===== config.mk =====
export PLATFORM = sky130hd
export DESIGN_NAME = clk_enable_ctrl_flat
export DESIGN_NICKNAME = d
export VERILOG_FILES = /design/src/rtl/clk_enable_ctrl_if.sv /design/src/rtl/clk_enable_ctrl.sv /design/src/flat_wrapper.sv
export SDC_FILE = /design/constraint.sdc
export NUM_CORES = 1
export LEC_CHECK = 0
export CAP_MARGIN = 25
export CORE_ASPECT_RATIO = 2
export CORE_MARGIN = 4
export CORE_UTILIZATION = 35
export DETAILED_ROUTE_END_ITERATION = 10
export MAX_ROUTING_LAYER = met4
export PLACE_DENSITY_LB_ADDON = 0.25
export REMOVE_ABC_BUFFERS = 1
export SYNTH_ARGS = -nofsm -noshare
export SYNTH_HDL_FRONTEND = slang
export SYNTH_SLANG_ARGS = --single-unit

===== constraint.sdc =====
create_clock -name clk -period 2.8 [get_ports clk]
set_clock_uncertainty 0.2 [all_clocks]
set_input_delay 0.28 -clock clk [delete_from_list [all_inputs] [get_ports clk]]
set_output_delay 0.28 -clock clk [all_outputs]
set_load 0.005 [all_outputs]

===== src/rtl/clk_enable_ctrl_if.sv =====
// clk_enable_ctrl_if: request/status bundle for the clock-enable sequencer.
//   enable_req  level request for the gated clock
//   busy        activity level from the gated domain
//   force_on    keeps the clock enabled unconditionally while high
//   ce          registered clock enable to the downstream buffer
//   clk_ready   gated clock running and settled
//   state       OFF=00, START=01, RUN=10, HOLD=11
//   wake_count  number of OFF->START transitions, modulo 256
// master = requester side, slave = sequencer side.
interface clk_enable_ctrl_if;
    logic       enable_req;
    logic       busy;
    logic       force_on;
    logic       ce;
    logic       clk_ready;
    logic [1:0] state;
    logic [7:0] wake_count;

    modport master (
        output enable_req, busy, force_on,
        input  ce, clk_ready, state, wake_count
    );

    modport slave (
        input  enable_req, busy, force_on,
        output ce, clk_ready, state, wake_count
    );
endinterface


===== src/rtl/clk_enable_ctrl.sv =====
// clk_enable_ctrl: registered, glitch-free clock-enable sequencer that drives the
// CE pin of the global clock buffer. Applies a start-up settle delay, a minimum
// on-time and an idle timeout before gating the clock off.
//   clk    ungated system clock
//   reset  synchronous, active-high reset
//   bus    clk_enable_ctrl_if.slave (requests in, ce/clk_ready/state/wake_count out)
module clk_enable_ctrl #(
    parameter int unsigned ACK_DELAY     = 2,
    parameter int unsigned ON_MIN_CYCLES = 4,
    parameter int unsigned IDLE_CYCLES   = 16,
    parameter int unsigned CNT_WIDTH     = 8
) (
    input  logic               clk,
    input  logic               reset,
    clk_enable_ctrl_if.slave   bus
);

    localparam logic [1:0] StOff   = 2'b00;
    localparam logic [1:0] StStart = 2'b01;
    localparam logic [1:0] StRun   = 2'b10;
    localparam logic [1:0] StHold  = 2'b11;

    localparam logic [CNT_WIDTH-1:0] CntOne   = CNT_WIDTH'(1);
    localparam logic [CNT_WIDTH-1:0] AckLast  = CNT_WIDTH'(ACK_DELAY - 1);
    localparam logic [CNT_WIDTH-1:0] OnMin    = CNT_WIDTH'(ON_MIN_CYCLES);
    localparam logic [CNT_WIDTH-1:0] IdleLast = CNT_WIDTH'(IDLE_CYCLES - 1);

    logic [1:0]           state_q, state_d;
    logic [CNT_WIDTH-1:0] start_cnt_q, start_cnt_d;
    logic [CNT_WIDTH-1:0] run_cnt_q, run_cnt_d;
    logic [CNT_WIDTH-1:0] idle_cnt_q, idle_cnt_d;
    logic [7:0]           wake_cnt_q, wake_cnt_d;
    logic                 ce_q, ce_d;
    logic                 ready_q, ready_d;
    logic                 active;

    always_comb begin
        active      = bus.enable_req | bus.busy | bus.force_on;
        state_d     = state_q;
        start_cnt_d = start_cnt_q;
        run_cnt_d   = run_cnt_q;
        idle_cnt_d  = idle_cnt_q;
        wake_cnt_d  = wake_cnt_q;

        case (state_q)
            StOff: begin
                if (active) begin
                    state_d     = StStart;
                    start_cnt_d = '0;
                    wake_cnt_d  = wake_cnt_q + 8'd1;
                end
            end
            StStart: begin
                // Settle window runs to completion regardless of active.
                if (start_cnt_q == AckLast) begin
                    state_d   = StRun;
                    run_cnt_d = '0;
                end else begin
                    start_cnt_d = start_cnt_q + CntOne;
                end
            end
            StRun: begin
                if (run_cnt_q != OnMin) begin
                    run_cnt_d = run_cnt_q + CntOne;
                end
                // Compare the updated count so RUN lasts exactly ON_MIN_CYCLES cycles.
                if (!active && (run_cnt_d == OnMin)) begin
                    state_d    = StHold;
                    idle_cnt_d = '0;
                end
            end
            StHold: begin
                // run_cnt stays saturated, so re-entering RUN imposes no new minimum.
                if (active) begin
                    state_d = StRun;
                end else if (idle_cnt_q == IdleLast) begin
                    state_d = StOff;
                end else begin
                    idle_cnt_d = idle_cnt_q + CntOne;
                end
            end
            default: state_d = StOff;
        endcase

        // Outputs are decoded from the next state and registered, so the buffer
        // sees a clean flop output with no decode glitches.
        ce_d    = (state_d != StOff);
        ready_d = (state_d == StRun) || (state_d == StHold);
    end

    always_ff @(posedge clk) begin
        if (reset) begin
            state_q     <= StOff;
            start_cnt_q <= '0;
            run_cnt_q   <= '0;
            idle_cnt_q  <= '0;
            wake_cnt_q  <= '0;
            ce_q        <= 1'b0;
            ready_q     <= 1'b0;
        end else begin
            state_q     <= state_d;
            start_cnt_q <= start_cnt_d;
            run_cnt_q   <= run_cnt_d;
            idle_cnt_q  <= idle_cnt_d;
            wake_cnt_q  <= wake_cnt_d;
            ce_q        <= ce_d;
            ready_q     <= ready_d;
        end
    end

    assign bus.ce         = ce_q;
    assign bus.clk_ready  = ready_q;
    assign bus.state      = state_q;
    assign bus.wake_count = wake_cnt_q;

endmodule


===== src/flat_wrapper.sv =====
// flat-port wrapper written by rule: the top's interface ports become plain ports
module clk_enable_ctrl_flat 
#(
    parameter int unsigned ACK_DELAY     = 2,
    parameter int unsigned ON_MIN_CYCLES = 4,
    parameter int unsigned IDLE_CYCLES   = 16,
    parameter int unsigned CNT_WIDTH     = 8
)
  (clk, reset, bus_enable_req, bus_busy, bus_force_on, bus_ce, bus_clk_ready, bus_state, bus_wake_count);
  clk_enable_ctrl_if bus_i ();
  input  logic clk;
  input  logic reset;
  input wire logic [$bits(bus_i.enable_req)-1:0] bus_enable_req;
  input wire logic [$bits(bus_i.busy)-1:0] bus_busy;
  input wire logic [$bits(bus_i.force_on)-1:0] bus_force_on;
  output wire logic [$bits(bus_i.ce)-1:0] bus_ce;
  output wire logic [$bits(bus_i.clk_ready)-1:0] bus_clk_ready;
  output wire logic [$bits(bus_i.state)-1:0] bus_state;
  output wire logic [$bits(bus_i.wake_count)-1:0] bus_wake_count;
  assign bus_i.enable_req = bus_enable_req;
  assign bus_i.busy = bus_busy;
  assign bus_i.force_on = bus_force_on;
  assign bus_ce = bus_i.ce;
  assign bus_clk_ready = bus_i.clk_ready;
  assign bus_state = bus_i.state;
  assign bus_wake_count = bus_i.wake_count;
  clk_enable_ctrl #(.ACK_DELAY(ACK_DELAY), .ON_MIN_CYCLES(ON_MIN_CYCLES), .IDLE_CYCLES(IDLE_CYCLES), .CNT_WIDTH(CNT_WIDTH)) u_core (.clk(clk), .reset(reset), .bus(bus_i));
endmodule

==> qor.txt <==
=========================================================================================
Fraction of power consumed by sequential logic                                      0.507
Leakage power                                                                   0.7550 nW
Proportion of register bits with asynchronous set or reset after synthesis              0
Dpl hpwl                                                                          3042 um
Commonest cells after routing, fill and taps aside                           36 x sky130_fd_sc_hd__dfxtp_1, 29 x sky130_fd_sc_hd__nor2_1, 20 x sky130_fd_sc_hd__nand2_1
Post CTS Setup Buffer Count                                                             0
Fin crit period                                                                  2.399 ns
Global-route usage over all layers                                                 0.1420
RSZ-0062 raised after global routing                                                false
Worst-path clk slew                                                               0.08 ns
Number of maximum-capacitance constraint violations                                     0
Starting DRT DRC Count                                                                 26
Input/output buffers                                                                   16
Number of distinct standard cells referenced by the synthesized netlist                46
Combinational group share of total power                                            0.130
Via density per instance                                                            5.420
Internal Power                                                                  0.7937 mW
Height of the chip                                                               112.1 um
Launch point of the worst hold path                                          u_core.bus.wake_count[1]$_SDFFE_PP0P_
Kind of launch point of the worst setup path                                     register
Final Slew Violations                                                                   0
Yosys reg bits                                                                         36
Destination of the worst hold path                                           u_core.bus.wake_count[1]$_SDFFE_PP0P_
Largest net degree at the start of global routing                                      19
Data required time at the worst endpoint                                          2.76 ns
Synthesized cell area                                                        0.001898 mm2
Count of placed standard cells including taps                                         287
Share of the yosys chip area belonging to registers                                0.3797
Clk sink count                                                                         36
Start of the worst register-to-register path                                 u_core.start_cnt_q[0]$_SDFFE_PP0P_
Top flip-flop cell by instance count after synthesis                         sky130_fd_sc_hd__dfxtp_1
CTS max path bufs                                                                       2
Via count                                                                            1599
Final setup violation count                                                             0
Type of the tightest min-delay check                                         register to register
Switching Power                                                                 0.2966 mW
Routed wire per std cell                                                         14.11 um
Number of diodes                                                                        0
TritonRoute pass-1 iters                                                                4
Cell chosen for the clock root                                               sky130_fd_sc_hd__clkbuf_8
Worst r2r dst                                                                u_core.run_cnt_q[0]$_SDFFE_PP0P_
Run status                                                                      completed
Hold Path Cell Cnt                                                                      2
H-tree depth                                                                            2
Syn_area_per_cell                                                               8.628 um2
Synth Instances                                                                       220
GRT overflow                                                                            0
Number of global-route vias before repair                                            1598
Die area                                                                     0.006737 mm2
Final critical-path share of the clock period                                      0.8567
Global-route wire length before repair                                            7314 um
Worst IR Drop VDD                                                               0.3980 mV
Warnings, synthesis                                                                     0
Ports                                                                                  17
Maximum operating frequency                                                    0.4169 GHz
Final count of hold timing violations                                                   0
Start-to-end type of the worst setup path                                    register to register
Slew headroom                                                                      0.6297
Starting density of the core                                                       0.3661
Remaining DRCs                                                                          0
Portion of total power attributed to the clock network                              0.363
FF-to-FF setup slack                                                              0.40 ns
Final layout net count                                                                247
Hold Buf Count CTS                                                                      0
Sw Share                                                                           0.2720
Critical path endpoint category                                                  register
Aggregate negative setup slack                                                       0 ns
Number of gates resized after cts                                                       0
Arrival @ worst endpoint                                                          2.36 ns
Signed area change from the synthesized netlist to the final layout                15.69%
Detailed Route WL                                                                 4161 um
Layout cells sized above 1                                                        0.08017
Clock latency on the worst-skew pair                                              0.29 ns
Core outline area                                                            0.005185 mm2
PD cells                                                                     496.5 mW/mm2
RePlAce Congestion                                                                 0.8051
Reg2Reg Depth                                                                           6
Initial antenna violation count                                                         0
Measured slew at the worst slew-check pin                                       0.5477 ns
Count of nets left with antenna violations after detail routing                         0
Clock tree from TritonCTS                                                             yes
Number of synthesized flops with an enable pin                                          0
Layout Cells excl Fill                                                                295
Largest fanout on the critical path                                                     4
Cts bufs inserted                                                                       5
Core Rows                                                                              37
Most frequent standard cell in the layout excluding fill and tap cells       sky130_fd_sc_hd__dfxtp_1
Die width                                                                        60.07 um
=========================================================================================
==> cell type report <==
cell class | count | area [um2]
inverters | 5 | 18.77
multi-input cells | 169 | 1104
fillers | 548 | 2989
clock inverters | 2 | 15.01
clock buffers | 6 | 82.58
flip-flops and latches | 36 | 720.7
well taps | 58 | 72.57
repair buffers | 19 | 182.7
==> per-layer routing <==
layer	up-vias	track usage	share of wire
met5	-	-	0
met4	0	0.05917	0.024
met3	8	0.02417	0.021
met2	24	0.2334	0.53
met1	742	0.1645	0.43
li1	825	-	-
==> cells in the mapped netlist (2+ instances only) <==
| master | number | area (um2) |
|---|---|---|
| sky130_fd_sc_hd__a211oi_1 | 5 | 37.54 |
| sky130_fd_sc_hd__a21oi_1 | 15 | 75.07 |
| sky130_fd_sc_hd__a311oi_1 | 3 | 26.28 |
| sky130_fd_sc_hd__a31oi_1 | 2 | 12.51 |
| sky130_fd_sc_hd__and3_1 | 8 | 50.05 |
| sky130_fd_sc_hd__buf_6 | 2 | 22.52 |
| sky130_fd_sc_hd__clkbuf_1 | 6 | 22.52 |
| sky130_fd_sc_hd__clkbuf_2 | 2 | 10.01 |
| sky130_fd_sc_hd__dfxtp_1 | 36 | 720.7 |
| sky130_fd_sc_hd__ha_1 | 6 | 75.07 |
| sky130_fd_sc_hd__inv_1 | 5 | 18.77 |
| sky130_fd_sc_hd__mux2i_1 | 2 | 20.02 |
| sky130_fd_sc_hd__nand2_1 | 20 | 75.07 |
| sky130_fd_sc_hd__nand2b_1 | 2 | 12.51 |
| sky130_fd_sc_hd__nand3_1 | 11 | 55.05 |
| sky130_fd_sc_hd__nand3b_1 | 2 | 15.01 |
| sky130_fd_sc_hd__nand4_1 | 6 | 37.54 |
| sky130_fd_sc_hd__nor2_1 | 29 | 108.9 |
| sky130_fd_sc_hd__nor2b_1 | 2 | 12.51 |
| sky130_fd_sc_hd__nor3_1 | 4 | 20.02 |
| sky130_fd_sc_hd__nor3b_1 | 2 | 15.01 |
| sky130_fd_sc_hd__nor4_1 | 2 | 12.51 |
| sky130_fd_sc_hd__nor4b_1 | 3 | 26.28 |
| sky130_fd_sc_hd__o21ai_0 | 4 | 20.02 |
| sky130_fd_sc_hd__o32ai_1 | 2 | 17.52 |
| sky130_fd_sc_hd__xnor2_1 | 8 | 70.07 |
| sky130_fd_sc_hd__xor2_1 | 12 | 105.1 |
==> critical path, stage by stage, from the launching register on <==
cell and delay, ns:
sky130_fd_sc_hd__dfxtp_1 0.40, sky130_fd_sc_hd__ha_1 0.16, sky130_fd_sc_hd__or4b_1 0.49, sky130_fd_sc_hd__nor4_2 0.36, sky130_fd_sc_hd__a21oi_1 0.25, sky130_fd_sc_hd__a311oi_1 0.33, sky130_fd_sc_hd__nor3_1 0.08
==> metrics by stage <==
| step | utilization | total power [mW] | cell area (um2) | hold WS (ns) | setup slack, ns |
|---|---|---|---|---|---|
| 2_1_floorplan | - | 0.6430 | 1843 | 0.1491 | 0.7233 |
| 3_3_place_gp | 0.4047 | 0.7086 | 2098 | 0.2964 | 0.4451 |
| 3_5_place_dp | 0.4047 | 0.7088 | 2098 | 0.3027 | 0.3816 |
| 4_1_cts | 0.4235 | 1.108 | 2196 | 0.3142 | 0.4101 |
| 5_1_grt | 0.4235 | 1.153 | 2196 | 0.3538 | 0.2556 |
| 6_report | 0.4235 | 1.090 | 2196 | 0.3108 | 0.4013 |
==> worst max path at each step <==
| stage | from | to | slack [ns] | cells past startpoint |
|---|---|---|---|---|
| 2_1_floorplan | u_core.run_cnt_q[0]$_SDFFE_PP0P_ | u_core.idle_cnt_q[2]$_SDFFE_PP0P_ | 0.72 | 7 |
| 3_3_place_gp | bus_busy | u_core.idle_cnt_q[7]$_SDFFE_PP0P_ | 0.45 | 6 |
| 3_5_place_dp | bus_busy | u_core.idle_cnt_q[6]$_SDFFE_PP0P_ | 0.38 | 6 |
| 4_1_cts | u_core.start_cnt_q[0]$_SDFFE_PP0P_ | u_core.run_cnt_q[0]$_SDFFE_PP0P_ | 0.41 | 6 |
| 5_1_grt | u_core.start_cnt_q[0]$_SDFFE_PP0P_ | u_core.run_cnt_q[0]$_SDFFE_PP0P_ | 0.26 | 6 |
| 6_report | u_core.start_cnt_q[0]$_SDFFE_PP0P_ | u_core.run_cnt_q[0]$_SDFFE_PP0P_ | 0.40 | 6 |
==> logic make-up (layout without fill, tap and decap cells) <==
logic type	after synthesis	count (layout)	share of synthesized area
xor+xnor	20	20	0.09229
compound gates	40	40	0.1529
mux	3	3	0.01648
buf+inv	15	32	0.03889
fa+ha+maj	6	6	0.03955
flops	36	36	0.3797
simple gates	100	100	0.2802
==> registers in the layout (all words and copies together), names as in the netlist <==
signal	count
u_core.bus.wake_count	8
u_core.bus.ce	1
u_core.run_cnt_q	8
u_core.idle_cnt_q	8
u_core.start_cnt_q	8
u_core.bus.clk_ready	1
u_core.bus.state	2
==> power groups by stage <==
stage	clock network (mW)	registers, mW	logic (mW)
global placement	0	0.565	0.144
floorplan	0	0.560	0.0829
global route	0.433	0.557	0.163
finish	0.396	0.553	0.142
CTS	0.411	0.553	0.144
detailed placement	0	0.565	0.144
Power figures use the tool's default switching activity.
